`src/rtl/mips_cpu_muldiv_if.sv`:
```
// rtl/mips_cpu_muldiv_if.sv - start/busy/done handshake and HI/LO bus of the mul/div unit
interface mips_cpu_muldiv_if;
  logic        start;
  logic [2:0]  op;
  logic [31:0] a;
  logic [31:0] b;
  logic        busy;
  logic        done;
  logic [31:0] hi;
  logic [31:0] lo;

  modport master (output start, op, a, b, input busy, done, hi, lo);
  modport slave  (input start, op, a, b, output busy, done, hi, lo);
endinterface

```
`src/rtl/mips_cpu_muldiv.sv`:
```
// rtl/mips_cpu_muldiv.sv - iterative MULT/MULTU/DIV/DIVU with HI/LO and MTHI/MTLO
// Optional single-cycle multiply under MULDIV_FAST_MUL_EN.
module mips_cpu_muldiv (
  input  logic             clk,
  input  logic             reset_n,
  mips_cpu_muldiv_if.slave bus
);

  typedef enum logic [1:0] {S_IDLE, S_RUN, S_FIX} state_t;

  state_t      state_q, state_d;
  logic [4:0]  cnt_q, cnt_d;
  logic        is_div_q, is_div_d;
  logic        neg_q, neg_d;
  logic        rsign_q, rsign_d;
  logic [63:0] acc_q, acc_d;
  logic [31:0] mcand_q, mcand_d;
  logic [31:0] rem_q, rem_d;
  logic [31:0] hi_q, hi_d;
  logic [31:0] lo_q, lo_d;
  logic        busy_q, busy_d;
  logic        done_q, done_d;

  logic        signed_op;
  logic [31:0] a_mag, b_mag;
  logic [32:0] shifted, diff, sum;
  logic [63:0] prod;
`ifdef MULDIV_FAST_MUL_EN
  logic [63:0] sprod, uprod;
  assign sprod = $signed({{32{bus.a[31]}}, bus.a}) * $signed({{32{bus.b[31]}}, bus.b});
  assign uprod = {32'd0, bus.a} * {32'd0, bus.b};
`endif

  assign signed_op = ~bus.op[0];
  assign a_mag     = (signed_op && bus.a[31]) ? (32'd0 - bus.a) : bus.a;
  assign b_mag     = (signed_op && bus.b[31]) ? (32'd0 - bus.b) : bus.b;

  always_comb begin
    state_d  = state_q;
    cnt_d    = cnt_q;
    is_div_d = is_div_q;
    neg_d    = neg_q;
    rsign_d  = rsign_q;
    acc_d    = acc_q;
    mcand_d  = mcand_q;
    rem_d    = rem_q;
    hi_d     = hi_q;
    lo_d     = lo_q;
    shifted  = {rem_q, acc_q[31]};
    diff     = shifted - {1'b0, mcand_q};
    sum      = {1'b0, acc_q[63:32]} + (acc_q[0] ? {1'b0, mcand_q} : 33'd0);
    prod     = neg_q ? (64'd0 - acc_q) : acc_q;

    case (state_q)
      S_IDLE: begin
        if (bus.start) begin
          case (bus.op)
            3'b000, 3'b001: begin
              is_div_d = 1'b0;
`ifdef MULDIV_FAST_MUL_EN
              neg_d    = 1'b0;
              acc_d    = signed_op ? sprod : uprod;
              state_d  = S_FIX;
`else
              neg_d    = signed_op & (bus.a[31] ^ bus.b[31]);
              mcand_d  = a_mag;
              acc_d    = {32'd0, b_mag};
              cnt_d    = 5'd31;
              state_d  = S_RUN;
`endif
            end
            3'b010, 3'b011: begin
              if (bus.b == 32'd0) begin
                // Reuse the multiply writeback: HI=a, LO=all ones, no sign fix.
                is_div_d = 1'b0;
                neg_d    = 1'b0;
                acc_d    = {bus.a, 32'hFFFF_FFFF};
                state_d  = S_FIX;
              end else begin
                is_div_d = 1'b1;
                neg_d    = signed_op & (bus.a[31] ^ bus.b[31]);
                rsign_d  = signed_op & bus.a[31];
                rem_d    = 32'd0;
                acc_d    = {32'd0, a_mag};
                mcand_d  = b_mag;
                cnt_d    = 5'd31;
                state_d  = S_RUN;
              end
            end
            3'b100:  hi_d = bus.a;
            3'b101:  lo_d = bus.a;
            default: ;
          endcase
        end
      end
      S_RUN: begin
        if (is_div_q) begin
          // Bit 32 of the trial difference set means the subtract underflowed: restore.
          if (!diff[32]) begin
            rem_d = diff[31:0];
            acc_d = {acc_q[63:32], acc_q[30:0], 1'b1};
          end else begin
            rem_d = shifted[31:0];
            acc_d = {acc_q[63:32], acc_q[30:0], 1'b0};
          end
        end else begin
          acc_d = {sum, acc_q[31:1]};
        end
        if (cnt_q == 5'd0) state_d = S_FIX;
        else               cnt_d   = cnt_q - 5'd1;
      end
      S_FIX: begin
        if (is_div_q) begin
          lo_d = neg_q ? (32'd0 - acc_q[31:0]) : acc_q[31:0];
          hi_d = rsign_q ? (32'd0 - rem_q) : rem_q;
        end else begin
          hi_d = prod[63:32];
          lo_d = prod[31:0];
        end
        state_d = S_IDLE;
      end
      default: state_d = S_IDLE;
    endcase

    busy_d = (state_d != S_IDLE);
    done_d = (state_q == S_FIX);
  end

  always_ff @(posedge clk or negedge reset_n) begin
    if (!reset_n) begin
      state_q  <= S_IDLE;
      cnt_q    <= 5'd0;
      is_div_q <= 1'b0;
      neg_q    <= 1'b0;
      rsign_q  <= 1'b0;
      acc_q    <= 64'd0;
      mcand_q  <= 32'd0;
      rem_q    <= 32'd0;
      hi_q     <= 32'd0;
      lo_q     <= 32'd0;
      busy_q   <= 1'b0;
      done_q   <= 1'b0;
    end else begin
      state_q  <= state_d;
      cnt_q    <= cnt_d;
      is_div_q <= is_div_d;
      neg_q    <= neg_d;
      rsign_q  <= rsign_d;
      acc_q    <= acc_d;
      mcand_q  <= mcand_d;
      rem_q    <= rem_d;
      hi_q     <= hi_d;
      lo_q     <= lo_d;
      busy_q   <= busy_d;
      done_q   <= done_d;
    end
  end

  assign bus.busy = busy_q;
  assign bus.done = done_q;
  assign bus.hi   = hi_q;
  assign bus.lo   = lo_q;

endmodule

```
`src/flat_wrapper.sv`:
```
// flat-port wrapper written by rule: the top's interface ports become plain ports
module mips_cpu_muldiv_flat 
  (clk, reset_n, bus_start, bus_op, bus_a, bus_b, bus_busy, bus_done, bus_hi, bus_lo);
  mips_cpu_muldiv_if bus_i ();
  input  logic clk;
  input  logic reset_n;
  input wire logic [$bits(bus_i.start)-1:0] bus_start;
  input wire logic [$bits(bus_i.op)-1:0] bus_op;
  input wire logic [$bits(bus_i.a)-1:0] bus_a;
  input wire logic [$bits(bus_i.b)-1:0] bus_b;
  output wire logic [$bits(bus_i.busy)-1:0] bus_busy;
  output wire logic [$bits(bus_i.done)-1:0] bus_done;
  output wire logic [$bits(bus_i.hi)-1:0] bus_hi;
  output wire logic [$bits(bus_i.lo)-1:0] bus_lo;
  assign bus_i.start = bus_start;
  assign bus_i.op = bus_op;
  assign bus_i.a = bus_a;
  assign bus_i.b = bus_b;
  assign bus_busy = bus_i.busy;
  assign bus_done = bus_i.done;
  assign bus_hi = bus_i.hi;
  assign bus_lo = bus_i.lo;
  mips_cpu_muldiv u_core (.clk(clk), .reset_n(reset_n), .bus(bus_i));
endmodule
```
`config.mk`:
```
export PLATFORM = sky130hd
export DESIGN_NAME = mips_cpu_muldiv_flat
export DESIGN_NICKNAME = d
export VERILOG_FILES = /design/src/rtl/mips_cpu_muldiv_if.sv /design/src/rtl/mips_cpu_muldiv.sv /design/src/flat_wrapper.sv
export SDC_FILE = /design/constraint.sdc
export NUM_CORES = 1
export LEC_CHECK = 0
export BUFFER_PORTS_ARGS = -buffer_cell sky130_fd_sc_hd__clkbuf_2
export CELL_PAD_IN_SITES_DETAIL_PLACEMENT = 1
export CELL_PAD_IN_SITES_GLOBAL_PLACEMENT = 1
export CORE_AREA = 2 2 203 205
export CTS_CLUSTER_DIAMETER = 30
export CTS_CLUSTER_SIZE = 8
export DETAILED_ROUTE_END_ITERATION = 10
export DIE_AREA = 0 0 205 207
export MAX_ROUTING_LAYER = met4
export PLACE_DENSITY = 0.78
export RECOVER_POWER = 25
export SLEW_MARGIN = 15
export SYNTH_ARGS = -nofsm -noshare
export SYNTH_HDL_FRONTEND = slang
export SYNTH_SLANG_ARGS = --single-unit
```
`constraint.sdc`:
```
create_clock -name clk -period 3 [get_ports clk]
set_input_delay 0.3 -clock clk [delete_from_list [all_inputs] [get_ports clk]]
set_output_delay 0.3 -clock clk [all_outputs]
set_load 0.01 [all_outputs]
```
==> impl_metrics.toml, run 1 <==
[layout]
filler_cell_count = 4734
multi_input_area_um2 = 11900
final_cells = 3099
post-route-util = 0.590
fin_nets = 2650
final_area_um2 = 23800
area_growth_syn_to_layout_pct = 41.8
register_area_um2 = 5110
final_layout_size_suffix_gt1_frac = 0.300

[drt]
drt_first_iter_violations = 2368
route.detailed.wl_per_inst_um = 30.4
drc = 0
via_per_inst = 6.66
drt_wl_total_um = 94200
route.vias.total = 20700
ant_nets_after_route = 0
drt_pre_antenna_iters = 8

[global_routing]
grt_antenna_before_repair = 7
grt_max_degree = 81
via_count_of_the_first_global_routing_pass = 20400
grt-ovfl-total = 0
grt_pass1_wl_um = 132000
overall_global_routing_usage = 0.427

[logic_synthesis]
area_fraction_in_and_or_nand_and_nor_cells_after_synthesis = 0.185
synth_most_common_cell = "sky130_fd_sc_hd__nor2_1"
asyncSetResetFlopFracSynth = 1.00
combinational_family_with_the_most_area_after_synthesis = "compound AO/OA/AOI/OAI gates"
netlist_top_cells_count = "214 x sky130_fd_sc_hd__nor2_1, 204 x sky130_fd_sc_hd__dfrtp_1, 193 x sky130_fd_sc_hd__o21ai_0"
post_synthesis_sequential_area_ratio = 0.304
synth_top_cell_by_area = "sky130_fd_sc_hd__dfrtp_1"
post_synth_mux_area_share = 0.0343
yosys_register_bits = 204
yosys_warnings = 0
area_share_of_fa_ha_maj_cells_after_synthesis = 0.0538
yosys.cell_types.count = 80
yosys-top-cells-area = "sky130_fd_sc_hd__dfrtp_1 30%, sky130_fd_sc_hd__o21ai_0 5.8%, sky130_fd_sc_hd__xnor2_1 5.3%, sky130_fd_sc_hd__ha_1 5.1%, sky130_fd_sc_hd__xor2_1 5.0%"
synth_nets = 2238
synth_xor_xnor_area_share = 0.103
synthCells = 2097
synth-compound-area-share = 0.273
postSynth.topFlopCell = "sky130_fd_sc_hd__dfrtp_1"
post-synth-top-area-fraction = 0.304
number_of_enable_flip_flop_cells_after_synthesis = 0
netlist_area_um2 = 16800
syn_area_per_cell_um2 = 8.01

[floorplan]
design.die.area_um2 = 42400
coreArea_um2 = 40400
io_pins = 136
fp.dieH_um = 207
floorplan.initialDensity = 0.416
chipWidth_um = 205
num_rows = 74

[pwr]
power_mw = 34.3
leakagePower_nw = 10.5
vdd.ir_drop.worst_mv = 0.644
pwr_density_cell_nw_per_um2 = 1440

[clock_network]
cts_buffer_depth = 3
h-tree-depth = 2
cts.root.buffer_cell = "sky130_fd_sc_hd__clkbuf_16"
insertion_delay_ns = 0.64
clk_pin_slew_worst_paths_ns = 0.05
tritoncts_clock_tree = "done"
tritoncts_num_sinks = 204
cts_inserted_buffers = 59

[setup_path]
setup.worst_path.end_class = "register"
path_delay_family = "compound AO/OA/AOI/OAI gates"
worst_path_max_delay_cell = "sky130_fd_sc_hd__dfrtp_1"
ordered_cell_list_for_the_critical_path = "buf_4 -> ha_1 -> nor2b_1 -> o31a_1 -> a31oi_2 -> buf_4 -> a21o_1 -> a21oi_1 -> o41ai_2 -> xor2_1 -> o21ai_0"
crit_type = "register to register"
path_common_cell = "sky130_fd_sc_hd__buf_4"
critical_path_required_time_ns = 3.49
max_stage_delay_ns = 0.44
worst_ep_arrival_time_ns = 3.67
path_buf_inv = 2
critPathLaunchType = "register"
timing.critical_path.fanout_max = 5

[timing]
grt_setup_unrepaired = "yes"
finalWorstSetupSlack_ns = -0.180
hold_slack_ns = 0.100
period_minus_slack_ns = 3.18
setup_violations = 17
min_period_over_period = 1.06
slew_violations = 79
max_freq_mhz = 315
final.setup.tns_ns = -0.714
finalHoldViolations = 0
slew-limit-headroom = -0.608
tightestPinTransition_ns = 2.41
skew_ns = 0.0299

[placement]
place.detailed.instances = 2935
postPlaceCellArea_um2 = 20100
place.gp.congestion = 1.00
portBuffers = 135
pre_cts_slack_ns = -0.451
post-dp-hpwl_um = 63700

[status]
status = "complete, but fails checks"
failed_checks = "capacitance limit, slew limit, setup timing"

[hold_path]
hold_class = "primary input to register"

[job]
max_cap_violations = 1
-- cell families (layout without fill, tap and decap cells) --
group,count (synthesis),after routing
and+or+nand+nor,650,650
xor gates and xnor gates,197,197
buffers and inverters,206,669
AOI/OAI and AO/OA,713,713
DFF,204,204
muxes,56,56
other,0,7
adders and majority gates,71,71
-- report_power, final --
group	internal [mW]	switching [mW]
logic	8.84	12.3
clock network	5.38	2.17
registers	4.13	1.53
total	18.3	16.0
-- worst paths after layout --
kind,depth (start not counted),slack (ns),from,to
setup reg to reg,11,-0.18,u_core.rem_q[0],u_core.rem_q[31]
setup / recovery,11,-0.18,u_core.rem_q[0],u_core.rem_q[31]
max in group asynchronous,3,0.56,reset_n,u_core.acc_q[26]
hold / removal,3,0.10,bus_a[28],u_core.acc_q[60]
min in group asynchronous,2,0.89,reset_n,u_core.bus.lo[5]
hold reg to reg,2,0.48,u_core.bus.lo[16],u_core.bus.lo[16]
-- sequential cells by signal, indices dropped and copies added, names as in the netlist --
signal / flops
u_core.acc_q: 64
u_core.bus.busy: 1
u_core.neg_q: 1
u_core.is_div_q: 1
u_core.rem_q: 32
u_core.rsign_q: 1
u_core.cnt_q: 5
u_core.bus.done: 1
u_core.bus.hi: 32
u_core.mcand_q: 32
u_core.bus.lo: 32
u_core.state_q: 2
-- area by class of cell --
type	instances	share of cell area
diodes	7	0.000736
clock buffers	77	0.0690
clock inverters	35	0.0284
inverters	71	0.0115
multi-input cells	1687	0.498
flip-flops and latches	204	0.215
well taps	532	0.0280
repair buffers	486	0.150
-- worst reg2reg max path: stages (launching register included) --
cell                      delay, ns
sky130_fd_sc_hd__dfrtp_1       0.44
sky130_fd_sc_hd__buf_4         0.20
sky130_fd_sc_hd__ha_1          0.30
sky130_fd_sc_hd__nor2b_1       0.15
sky130_fd_sc_hd__o31a_1        0.31
sky130_fd_sc_hd__a31oi_2       0.27
sky130_fd_sc_hd__buf_4         0.17
sky130_fd_sc_hd__a21o_1        0.17
sky130_fd_sc_hd__a21oi_1       0.17
sky130_fd_sc_hd__o41ai_2       0.39
sky130_fd_sc_hd__xor2_1        0.14
sky130_fd_sc_hd__o21ai_0       0.35
-- placed cells by master, fill, tap and decap left out, types with 11 or more instances in the layout --
| cell | count |
|---|---|
| sky130_fd_sc_hd__mux2i_1 | 43 |
| sky130_fd_sc_hd__o31ai_1 | 43 |
| sky130_fd_sc_hd__inv_1 | 64 |
| sky130_fd_sc_hd__or2_2 | 11 |
| sky130_fd_sc_hd__a31oi_1 | 16 |
| sky130_fd_sc_hd__a22oi_1 | 41 |
| sky130_fd_sc_hd__o211ai_1 | 35 |
| sky130_fd_sc_hd__and3_1 | 23 |
| sky130_fd_sc_hd__a21o_1 | 37 |
| sky130_fd_sc_hd__o21ai_0 | 167 |
| sky130_fd_sc_hd__clkbuf_2 | 136 |
| sky130_fd_sc_hd__dfrtp_1 | 199 |
| sky130_fd_sc_hd__o41ai_1 | 17 |
| sky130_fd_sc_hd__bufinv_16 | 18 |
| sky130_fd_sc_hd__or3_1 | 18 |
| sky130_fd_sc_hd__nand4_1 | 16 |
| sky130_fd_sc_hd__buf_4 | 322 |
| sky130_fd_sc_hd__nor3_1 | 42 |
| sky130_fd_sc_hd__a21oi_2 | 12 |
| sky130_fd_sc_hd__nand2_1 | 178 |
| sky130_fd_sc_hd__buf_12 | 12 |
| sky130_fd_sc_hd__nand3_1 | 33 |
| sky130_fd_sc_hd__xnor2_1 | 102 |
| sky130_fd_sc_hd__a221oi_1 | 32 |
| sky130_fd_sc_hd__a21oi_1 | 147 |
| sky130_fd_sc_hd__nor2_1 | 200 |
| sky130_fd_sc_hd__o21ai_1 | 22 |
| sky130_fd_sc_hd__xor2_1 | 94 |
| sky130_fd_sc_hd__ha_1 | 49 |
| sky130_fd_sc_hd__mux2_2 | 11 |
| sky130_fd_sc_hd__clkbuf_16 | 61 |
| sky130_fd_sc_hd__nand2b_1 | 17 |
| sky130_fd_sc_hd__ha_4 | 15 |
| sky130_fd_sc_hd__o21a_1 | 13 |
-- metal layers --
layer,wire (um),track usage,vias up
met5,0,-,-
met4,8240,0.264,0
met3,9780,0.0927,453
met2,40300,0.615,1451
met1,35900,0.544,10200
li1,-,-,8526
-- timing repair --
| action | in CTS | in global routing |
|---|---|---|
| pin swaps | 20 | 56 |
| hold endpoints to repair | 76 | 0 |
| setup endpoints to repair | 50 | 66 |
| gates cloned | 1 | 2 |
| resized for setup | 61 | 155 |
| buffers inserted | 15 | 29 |
| hold buffers | 1 | 0 |
(Power assumes the default switching activity.)
==> run 2, diff against run 1 <==
--- a/config.mk
+++ b/config.mk
@@ -5,16 +5,17 @@
 export SDC_FILE = /design/constraint.sdc
 export NUM_CORES = 1
 export LEC_CHECK = 0
+export ABC_AREA = 1
 export BUFFER_PORTS_ARGS = -buffer_cell sky130_fd_sc_hd__clkbuf_2
 export CELL_PAD_IN_SITES_DETAIL_PLACEMENT = 1
 export CELL_PAD_IN_SITES_GLOBAL_PLACEMENT = 1
-export CORE_AREA = 2 2 203 205
+export CORE_AREA = 2 2 233 235
 export CTS_CLUSTER_DIAMETER = 30
 export CTS_CLUSTER_SIZE = 8
 export DETAILED_ROUTE_END_ITERATION = 10
-export DIE_AREA = 0 0 205 207
+export DIE_AREA = 0 0 235 237
 export MAX_ROUTING_LAYER = met4
-export PLACE_DENSITY = 0.78
+export PLACE_DENSITY = 0.77
 export RECOVER_POWER = 25
 export SLEW_MARGIN = 15
 export SYNTH_ARGS = -nofsm -noshare
==> run 2 against run 1 <==
  * Area after synthesis grew 22%
  * The run now ends clean
  * Via count grew 24%
  * Flip-flop and latch count is the same
  * Design area grew 2.8%
  * Power is essentially flat
  * Register-to-register slack gained 0.34 ns
  * Critical endpoint is now u_core.acc_q[0]
  * Largest cell class unchanged
==> impl_metrics.toml, run 2 <==
[placement]
portBuffers = 135
pre_cts_slack_ns = -0.0434
place.gp.congestion = 1.06
post-dp-hpwl_um = 87900
place.detailed.instances = 4335
postPlaceCellArea_um2 = 22300

[logic_synthesis]
post-synth-top-area-fraction = 0.249
yosys.cell_types.count = 52
netlist_top_cells_count = "1176 x sky130_fd_sc_hd__nand2_1, 464 x sky130_fd_sc_hd__inv_1, 427 x sky130_fd_sc_hd__nor2_1"
synth_top_cell_by_area = "sky130_fd_sc_hd__dfrtp_1"
asyncSetResetFlopFracSynth = 1.00
yosys_warnings = 0
number_of_enable_flip_flop_cells_after_synthesis = 0
netlist_area_um2 = 20500
syn_area_per_cell_um2 = 5.83
yosys-top-cells-area = "sky130_fd_sc_hd__dfrtp_1 25%, sky130_fd_sc_hd__nand2_1 21%, sky130_fd_sc_hd__nand3_1 9.1%, sky130_fd_sc_hd__inv_1 8.5%, sky130_fd_sc_hd__nor2_1 7.8%"
synth_most_common_cell = "sky130_fd_sc_hd__nand2_1"
synthCells = 3526
postSynth.topFlopCell = "sky130_fd_sc_hd__dfrtp_1"
yosys_register_bits = 204
synth_nets = 3667
post_synthesis_sequential_area_ratio = 0.249

[timing]
setup_violations = 0
slew_violations = 0
final.setup.tns_ns = 0
finalWorstSetupSlack_ns = 0.158
finalHoldViolations = 0
hold_slack_ns = 0.0343
min_period_over_period = 0.947
grt_setup_unrepaired = "no"
max_freq_mhz = 352
skew_ns = 0.0670
tightestPinTransition_ns = 1.49
period_minus_slack_ns = 2.84
slew-limit-headroom = 0.00507

[hold_path]
hold_class = "primary input to register"
worstHoldEndpoint = "u_core.bus.hi[3]"
hp-start = "bus_start"
hold_path_depth = 3

[layout]
area_growth_syn_to_layout_pct = 19.2
fin_nets = 3845
most_frequent_standard_cell_in_the_layout_excluding_fill_and_tap_cells = "sky130_fd_sc_hd__nand2_1"
final_cells = 4452
register_area_um2 = 5110
final_layout_size_suffix_gt1_frac = 0.109
largest_reg_flops = 64
multi_input_area_um2 = 13100
filler_cell_count = 7401
most_frequent_cells_in_the_layout = "1173 x sky130_fd_sc_hd__nand2_1, 464 x sky130_fd_sc_hd__inv_1, 425 x sky130_fd_sc_hd__nor2_1, 374 x sky130_fd_sc_hd__nand3_1, 202 x sky130_fd_sc_hd__dfrtp_1"
final_area_um2 = 24500
top_register = "u_core.acc_q"

[drt]
ant_nets_after_route = 0
via_per_inst = 5.74
drt_first_iter_violations = 2572
drt_wl_total_um = 108000
route.detailed.wl_per_inst_um = 24.3
route.vias.total = 25600
drt_pre_antenna_iters = 5
drc = 0

[global_routing]
grt-ovfl-total = 0
grt_pass1_wl_um = 159000
via_count_of_the_first_global_routing_pass = 25100
grt_max_degree = 71
overall_global_routing_usage = 0.390
grt_antenna_before_repair = 2

[setup_path]
rr_startpoint = "u_core.acc_q[31]"
timing.reg2reg.setup_slack_ns = 0.16
rr_worst_depth = 17
timing.critical_path.fanout_max = 33
reg2reg_to = "u_core.acc_q[0]"
setup.worst_path.end_class = "register"
critical_path_required_time_ns = 3.49
worst_ep_arrival_time_ns = 3.33
critPathLaunchType = "register"
crit_type = "register to register"

[floorplan]
coreArea_um2 = 53300
fp.dieH_um = 237
num_rows = 85
floorplan.initialDensity = 0.385
chipWidth_um = 235
design.die.area_um2 = 55700
io_pins = 136

[clock_network]
cts_buffer_depth = 3
cts_inserted_buffers = 60
postCtsSetupBuffers = 0
insertion_delay_ns = 0.64
tritoncts_num_sinks = 204
h-tree-depth = 2
clk_pin_slew_worst_paths_ns = 0.04
cts.root.buffer_cell = "sky130_fd_sc_hd__clkbuf_16"
tritoncts_clock_tree = "done"

[job]
max_cap_violations = 0

[pwr]
pwr_density_cell_nw_per_um2 = 1400
leakagePower_nw = 12.8
vdd.ir_drop.worst_mv = 0.584

[status]
status = "finished clean"
[run 2: changes by cell type in the layout (fill, tap and decap cells not counted), moves of 39 or more]
| cell | change |
|---|---|
| sky130_fd_sc_hd__nor2_1 | +225 |
| sky130_fd_sc_hd__xnor2_1 | -79 |
| sky130_fd_sc_hd__xor2_1 | -68 |
| sky130_fd_sc_hd__mux2i_1 | -43 |
| sky130_fd_sc_hd__nand2_1 | +995 |
| sky130_fd_sc_hd__nand3_1 | +341 |
| sky130_fd_sc_hd__nand4_1 | +39 |
| sky130_fd_sc_hd__inv_1 | +400 |
| sky130_fd_sc_hd__buf_4 | -239 |
[run 2: area by class of cell]
class | count | area share
inverters | 477 | 0.0733
clock buffers | 82 | 0.0717
clock inverters | 30 | 0.0159
well taps | 696 | 0.0356
repair buffers | 228 | 0.0585
multi-input cells | 2733 | 0.536
diodes | 2 | 0.000204
flip-flops and latches | 204 | 0.209
[run 2: stage by stage]
stage	power (mW)	util
after CTS	33.7	0.460
after floorplan	18.7	-
after global routing	36.5	0.460
final	34.3	0.460
after global placement	26.2	0.419
after detailed placement	26.7	0.419
[run 2: routing by layer]
| layer | wire (um) | track usage | vias up |
|---|---|---|---|
| li1 | - | - | 11700 |
| met1 | 45200 | 0.499 | 12400 |
| met2 | 47000 | 0.581 | 1159 |
| met3 | 10300 | 0.0940 | 263 |
| met4 | 5680 | 0.179 | 0 |
| met5 | 0 | - | - |
[run 2: repair_timing]
| item | in CTS | in global routing |
|---|---|---|
| setup endpoints to repair | 4 | 9 |
| resized for setup | 2 | 2 |
| hold endpoints to repair | 47 | 0 |
| hold buffers | 3 | 0 |
[run 2: critical path: stages, from the launching register on]
cell	delay, ns
sky130_fd_sc_hd__dfrtp_2	0.45
sky130_fd_sc_hd__inv_1	0.11
sky130_fd_sc_hd__ha_1	0.22
sky130_fd_sc_hd__fa_1	0.43
sky130_fd_sc_hd__inv_1	0.15
sky130_fd_sc_hd__nand2_1	0.07
sky130_fd_sc_hd__nand2_1	0.07
sky130_fd_sc_hd__nand3_1	0.08
sky130_fd_sc_hd__nand2_2	0.14
sky130_fd_sc_hd__nand2_1	0.08
sky130_fd_sc_hd__nand2_2	0.09
sky130_fd_sc_hd__nand2_2	0.08
sky130_fd_sc_hd__nand2_2	0.07
sky130_fd_sc_hd__nand2_1	0.06
sky130_fd_sc_hd__nand2_2	0.08
sky130_fd_sc_hd__buf_12	0.19
sky130_fd_sc_hd__nand2_2	0.15
sky130_fd_sc_hd__a21oi_2	0.20
[run 2: power by group]
group	leakage (nW)	internal, mW	switching, mW
sequential	2.41	4.16	2.00
combinational	9.34	6.69	14.8
clock	1.03	4.65	2.04
total	12.8	15.5	18.8
[run 2: cells by family (layout without fill, tap and decap cells)]
group	count (synthesis)	count (layout)	share of synthesized area
adder cells (fa/ha/maj)	71	71	0.0440
flip-flops	204	204	0.249
buffers and inverters	589	817	0.114
other	0	2	0
AND/OR/NAND/NOR	2134	2134	0.436
AO/OA/AOI/OAI	479	479	0.137
XOR/XNOR	49	49	0.0209
[run 2: how the worst max path moves through the flow]
| stage | start | to | slack [ns] |
|---|---|---|---|
| floorplan | u_core.acc_q[0] | u_core.acc_q[53] | 0.54 |
| global placement | u_core.acc_q[31] | u_core.acc_q[0] | 0.06 |
| detailed placement | u_core.acc_q[31] | u_core.acc_q[0] | -0.04 |
| CTS | u_core.acc_q[31] | u_core.acc_q[0] | 0.03 |
| global route | u_core.acc_q[31] | u_core.acc_q[0] | 0.02 |
| finish | u_core.acc_q[31] | u_core.acc_q[0] | 0.16 |
